<file path="src/rtl/jcs_bus_sequencer.sv">
// jcs_bus_sequencer
//   Automatic bus-transfer controller. Queues "move SRC -> DST" requests and
//   plays each one out on the ena/set decoder codes as a three-phase transfer:
//   enable (SETUP cycles), enable+set (SET_W cycles), hold (HOLD cycles).
//   At least one bus-idle cycle always separates consecutive transfers.
//
// Ports
//   CLK        system clock, rising edge
//   RESETN     asynchronous active-low reset
//   REQ_VALID  request present
//   REQ_READY  FIFO not full (registered, post-edge occupancy)
//   REQ_SRC    component code to enable onto the bus
//   REQ_DST    component code to set from the bus
//   ENAS       enable code to the ena decoder (0 = none)
//   SETS       set code to the set decoder (0 = none)
//   BUSY       FSM outside IDLE or FIFO non-empty
//   DONE       one-cycle pulse when a transfer completes
//   ERR        one-cycle pulse when an invalid request is discarded
//   COUNT      completed-transfer counter, wraps 255 -> 0
module jcs_bus_sequencer #(
  parameter int unsigned CODE_W = 4,
  parameter int unsigned LAST   = 7,
  parameter int unsigned SETUP  = 1,
  parameter int unsigned SET_W  = 2,
  parameter int unsigned HOLD   = 1,
  parameter int unsigned DEPTH  = 4
) (
  input  logic              CLK,
  input  logic              RESETN,
  input  logic              REQ_VALID,
  output logic              REQ_READY,
  input  logic [CODE_W-1:0] REQ_SRC,
  input  logic [CODE_W-1:0] REQ_DST,
  output logic [CODE_W-1:0] ENAS,
  output logic [CODE_W-1:0] SETS,
  output logic              BUSY,
  output logic              DONE,
  output logic              ERR,
  output logic [7:0]        COUNT
);

  localparam int unsigned AW   = $clog2(DEPTH);
  localparam int unsigned PMAX = (SETUP > SET_W) ? ((SETUP > HOLD) ? SETUP : HOLD)
                                                 : ((SET_W > HOLD) ? SET_W : HOLD);
  localparam int unsigned PW   = (PMAX < 2) ? 1 : $clog2(PMAX);

  typedef enum logic [1:0] {IDLE, ENA, SET, HLD} state_t;

  // Request FIFO
  logic [2*CODE_W-1:0] mem [DEPTH];
  logic [AW-1:0]       wr_ptr, rd_ptr;
  logic [AW:0]         occ, occ_next;
  logic                push, pop;
  logic [CODE_W-1:0]   head_src, head_dst;
  logic                head_ok;

  // FSM
  state_t            state, state_next;
  logic [PW-1:0]     phase, phase_next;
  logic [CODE_W-1:0] src_q, dst_q, src_next, dst_next;
  logic              done_next, err_next;
  logic [CODE_W-1:0] enas_next, sets_next;

  assign push = REQ_VALID & REQ_READY;
  assign pop  = (state == IDLE) && (occ != '0);

  assign occ_next = occ + {{AW{1'b0}}, push} - {{AW{1'b0}}, pop};

  assign head_src = mem[rd_ptr][2*CODE_W-1:CODE_W];
  assign head_dst = mem[rd_ptr][CODE_W-1:0];
  assign head_ok  = (head_src != '0) && (head_src <= CODE_W'(LAST)) &&
                    (head_dst != '0) && (head_dst <= CODE_W'(LAST)) &&
                    (head_src != head_dst);

  always_ff @(posedge CLK) begin
    if (push) mem[wr_ptr] <= {REQ_SRC, REQ_DST};
  end

  always_ff @(posedge CLK or negedge RESETN) begin
    if (!RESETN) begin
      wr_ptr    <= '0;
      rd_ptr    <= '0;
      occ       <= '0;
      REQ_READY <= 1'b1;
    end else begin
      if (push) wr_ptr <= wr_ptr + 1'b1;
      if (pop)  rd_ptr <= rd_ptr + 1'b1;
      occ       <= occ_next;
      REQ_READY <= (occ_next != (AW+1)'(DEPTH));
    end
  end

  always_ff @(posedge CLK or negedge RESETN) begin
    if (!RESETN) begin
      state <= IDLE;
      phase <= '0;
      src_q <= '0;
      dst_q <= '0;
      ENAS  <= '0;
      SETS  <= '0;
      BUSY  <= 1'b0;
      DONE  <= 1'b0;
      ERR   <= 1'b0;
      COUNT <= '0;
    end else begin
      state <= state_next;
      phase <= phase_next;
      src_q <= src_next;
      dst_q <= dst_next;
      ENAS  <= enas_next;
      SETS  <= sets_next;
      BUSY  <= (state_next != IDLE) || (occ_next != '0);
      DONE  <= done_next;
      ERR   <= err_next;
      COUNT <= COUNT + 8'(done_next);
    end
  end

  always_comb begin
    state_next = state;
    phase_next = phase + 1'b1;
    src_next   = src_q;
    dst_next   = dst_q;
    done_next  = 1'b0;
    err_next   = 1'b0;
    case (state)
      IDLE: begin
        phase_next = '0;
        if (pop) begin
          if (head_ok) begin
            state_next = ENA;
            src_next   = head_src;
            dst_next   = head_dst;
          end else begin
            err_next = 1'b1;
          end
        end
      end
      ENA: begin
        if (phase == PW'(SETUP - 1)) begin
          state_next = SET;
          phase_next = '0;
        end
      end
      SET: begin
        if (phase == PW'(SET_W - 1)) begin
          state_next = HLD;
          phase_next = '0;
        end
      end
      HLD: begin
        if (phase == PW'(HOLD - 1)) begin
          state_next = IDLE;
          phase_next = '0;
          done_next  = 1'b1;
        end
      end
      default: state_next = IDLE;
    endcase
  end

  // Codes are registered from the next state so ENAS/SETS change on the
  // same edge as the phase transition rather than one cycle later.
  always_comb begin
    enas_next = '0;
    sets_next = '0;
    if (state_next != IDLE) enas_next = src_next;
    if (state_next == SET)  sets_next = dst_next;
  end

endmodule

</file>
<file path="config.mk">
export PLATFORM = sky130hd
export DESIGN_NAME = jcs_bus_sequencer
export DESIGN_NICKNAME = d
export VERILOG_FILES = /design/src/rtl/jcs_bus_sequencer.sv
export SDC_FILE = /design/constraint.sdc
export NUM_CORES = 1
export LEC_CHECK = 0
export ABC_AREA = 1
export ABC_CLOCK_PERIOD_IN_PS = 3000
export CORE_UTILIZATION = 46
export CTS_CLUSTER_DIAMETER = 150
export DETAILED_ROUTE_END_ITERATION = 8
export PLACE_DENSITY_LB_ADDON = 0.15
export SYNTH_ARGS = -nofsm -noshare
export SYNTH_HDL_FRONTEND = slang
export SYNTH_SLANG_ARGS = --single-unit
</file>
<file path="constraint.sdc">
create_clock -name CLK -period 3 [get_ports CLK]
set_clock_uncertainty 0.1 [all_clocks]
set_input_delay 0.6 -clock CLK [delete_from_list [all_inputs] [get_ports CLK]]
set_output_delay 0.6 -clock CLK [all_outputs]
set_load 0.01 [all_outputs]
</file>
==> impl_metrics.json <==
{
  "instances_no_fill": 432,
  "synth_area_per_cell_um2": 10.5,
  "slowest_stage": "o31ai_1",
  "setup.worst_path.class": "reg -> reg",
  "placedCellCount": 416,
  "grt_pass1_vias": 1930,
  "fmax_ghz": 0.370,
  "p_sw_share_pct": 37.9,
  "rrSetupSlack_ps": 300,
  "core_area_mm2": 0.00676,
  "gp_congestion": 0.763,
  "antenna_found_initial": 0,
  "clock_power_share_pct": 24.1,
  "wl_per_cell_um": 12.5,
  "synth_fp_nets": 325,
  "cts_buffer_depth": 2,
  "synth_cells": 305,
  "ios": 31,
  "clock_latency_ps": 360,
  "port_buffers": 30,
  "power_switching_mw": 1.60,
  "leakage_nw": 1.82,
  "detailedRoute.firstPassIterationCount": 4,
  "drtIter0Drc": 47,
  "timing.rr.end": "BUSY",
  "cap_violations": 0,
  "ir_drop_mv": 0.410,
  "p_total_mw": 4.23,
  "r2r_cells": 10,
  "synth_warnings": 0,
  "start_kind": "flop",
  "crit_arrival_ps": 2840,
  "wl_um": 5400,
  "slew_violations": 0,
  "reg2reg_from": "occ[1]",
  "final_util_pct": 57.1,
  "cts_tree": "built",
  "cellPowerDensity_mw_per_mm2": 1100,
  "crit_path_end_kind": "flop",
  "die_h_um": 85.5,
  "cts_resized": 0,
  "cts_root_buf": "clkbuf_8",
  "status": "complete, no violations",
  "cp_common_cell": "ha_1",
  "cts_setup_buffers": 0,
  "initial_core_util_pct": 47.4,
  "max-slew-margin-rel_pct": 45.2,
  "rows": 30,
  "htreeDepth": 3,
  "ys_types": 31,
  "hold_buffers": 0,
  "synth_seq_area_share_pct": 59.7,
  "worst_slew_pin_slew_ps": 821,
  "worstPathCellList": "o31ai_1 > clkinv_1 > ha_1 > inv_1 > ha_1 > fa_1 > xnor2_1 > xor2_1 > nor3_1 > nand2_1",
  "clock-sinks": 70,
  "fillers": 598,
  "critPathRequiredTime_ps": 3140,
  "path_clk_slew_ps": 80,
  "nNetsFinal": 367,
  "rsz0062_at_grt": "false",
  "die_w_um": 85.5,
  "period_minus_slack_ps": 2700,
  "vias": 2043,
  "crit_path_max_fanout": 3,
  "grt_pass1_wl_um": 9090,
  "dp_hpwl_um": 3810,
  "viasPerCell": 4.73,
  "drc": 0,
  "finalSetupViolCount": 0,
  "synth_seq_cells": 70,
  "netlist_area_mm2": 0.00321,
  "hold_viol_final": 0,
  "area_growth_pct": 20.3,
  "drive_above_1_share_pct": 15.9,
  "power_frac_seq_pct": 33.7,
  "comb_power_share_pct": 42.3,
  "slowest_delay_ps": 460,
  "grt_max_degree": 39,
  "numCtsBuffers": 9,
  "gr-total-overflow": 0,
  "antenna_left": 0,
  "die_area_mm2": 0.00731,
  "track_usage_pct": 16.9,
  "diodes": 0,
  "finalCritPeriodShare_pct": 90.1,
  "hp-class": "in -> async",
  "setup_tns_ps": 0,
  "internal-power_mw": 2.63
}
## cell usage after synthesis, drive strengths merged
master / count / share of area, %
inv: 32 / 3.9
nor2: 26 / 4.2
nand4: 6 / 1.2
xnor2: 2 / 0.55
edfxtp: 32 / 30
nand2: 111 / 15
o31ai: 1 / 0.23
ha: 8 / 3.1
clkinv: 2 / 0.23
o211ai: 1 / 0.23
fa: 1 / 0.62
dfstp: 1 / 0.82
nor3: 2 / 0.31
a21oi: 3 / 0.47
nand3: 24 / 5.3
xor2: 9 / 2.5
buf: 7 / 2.4
dfrtp: 37 / 29
## power groups by stage
stage / registers [mW] / clock network (mW) / logic, mW
floorplan: 1.46 / 0 / 1.36
global placement: 1.44 / 0 / 1.78
detailed placement: 1.44 / 0 / 1.82
CTS: 1.43 / 1.03 / 1.83
global route: 1.45 / 1.07 / 2.03
finish: 1.42 / 1.02 / 1.79
## routing by layer
| metal | up-vias | part of all wire [%] | GRT usage, % |
|---|---|---|---|
| met5 | - | 0 | 0 |
| met4 | 0 | 2.6 | 9.70 |
| met3 | 12 | 3.2 | 5.45 |
| met2 | 29 | 44 | 24.8 |
| met1 | 948 | 50 | 22.0 |
| li1 | 1054 | - | - |
## stage by stage
stage	hold slack, ps	instance area, um^2	worst slack [ps]
2_1_floorplan	204	3210	330
3_3_place_gp	350	3580	269
3_5_place_dp	378	3580	224
4_1_cts	265	3860	274
5_1_grt	308	3860	123
6_report	240	3860	297
## final cells by class
cell class	count	area [um^2]	share of cell area [%]
flip-flops and latches	70	1910	49.6
well taps	80	100	2.59
clock buffers	12	178	4.61
inverters	34	133	3.44
clock inverters	4	96.3	2.50
repair buffers	38	355	9.21
multi-input cells	194	1080	28.1
## state kept, by name, summed over array words and instances (netlist names), 2 cells and up
signal / count
rd_ptr: 2
SETS: 4
COUNT: 8
src_q: 4
wr_ptr: 2
occ: 3
ENAS: 4
dst_q: 4
state: 2
mem: 32
## critical path, delay by kind of cell, from the launching register on
family          cells  cell delay, ps
buf+inv             2             220
flops               1             410
compound gates      1             460
xor+xnor            2             320
simple gates        2             210
fa+ha+maj           3             860
## cells in the final DEF (no fill, tap or decap), drive strengths merged, types with 8 or more instances in the layout
master	n
buf	9
clkbuf	12
clkdlybuf4s50	29
dfrtp	37
edfxtp	32
ha	8
inv	33
nand2	111
nand3	24
nor2	26
xor2	9
## logic make-up (layout without fill, tap and decap cells)
group | Yosys count | in the layout | share of synthesized area, %
DFF | 70 | 70 | 59.7
adders and majority gates | 9 | 9 | 3.75
xor gates and xnor gates | 11 | 11 | 3.01
AOI/OAI and AO/OA | 5 | 5 | 0.937
buffers and inverters | 41 | 88 | 6.56
and+or+nand+nor | 169 | 169 | 26.1
## worst max-delay path by stage
stage / from / end / slack, ps / depth (start not counted)
floorplan: occ[1] / BUSY / 330 / 10
global placement: REQ_VALID / BUSY / 270 / 10
detailed placement: REQ_VALID / BUSY / 220 / 10
CTS: occ[1] / BUSY / 270 / 10
global route: occ[1] / BUSY / 120 / 10
finish: occ[1] / BUSY / 300 / 10
Power figures use the tool's default switching activity.
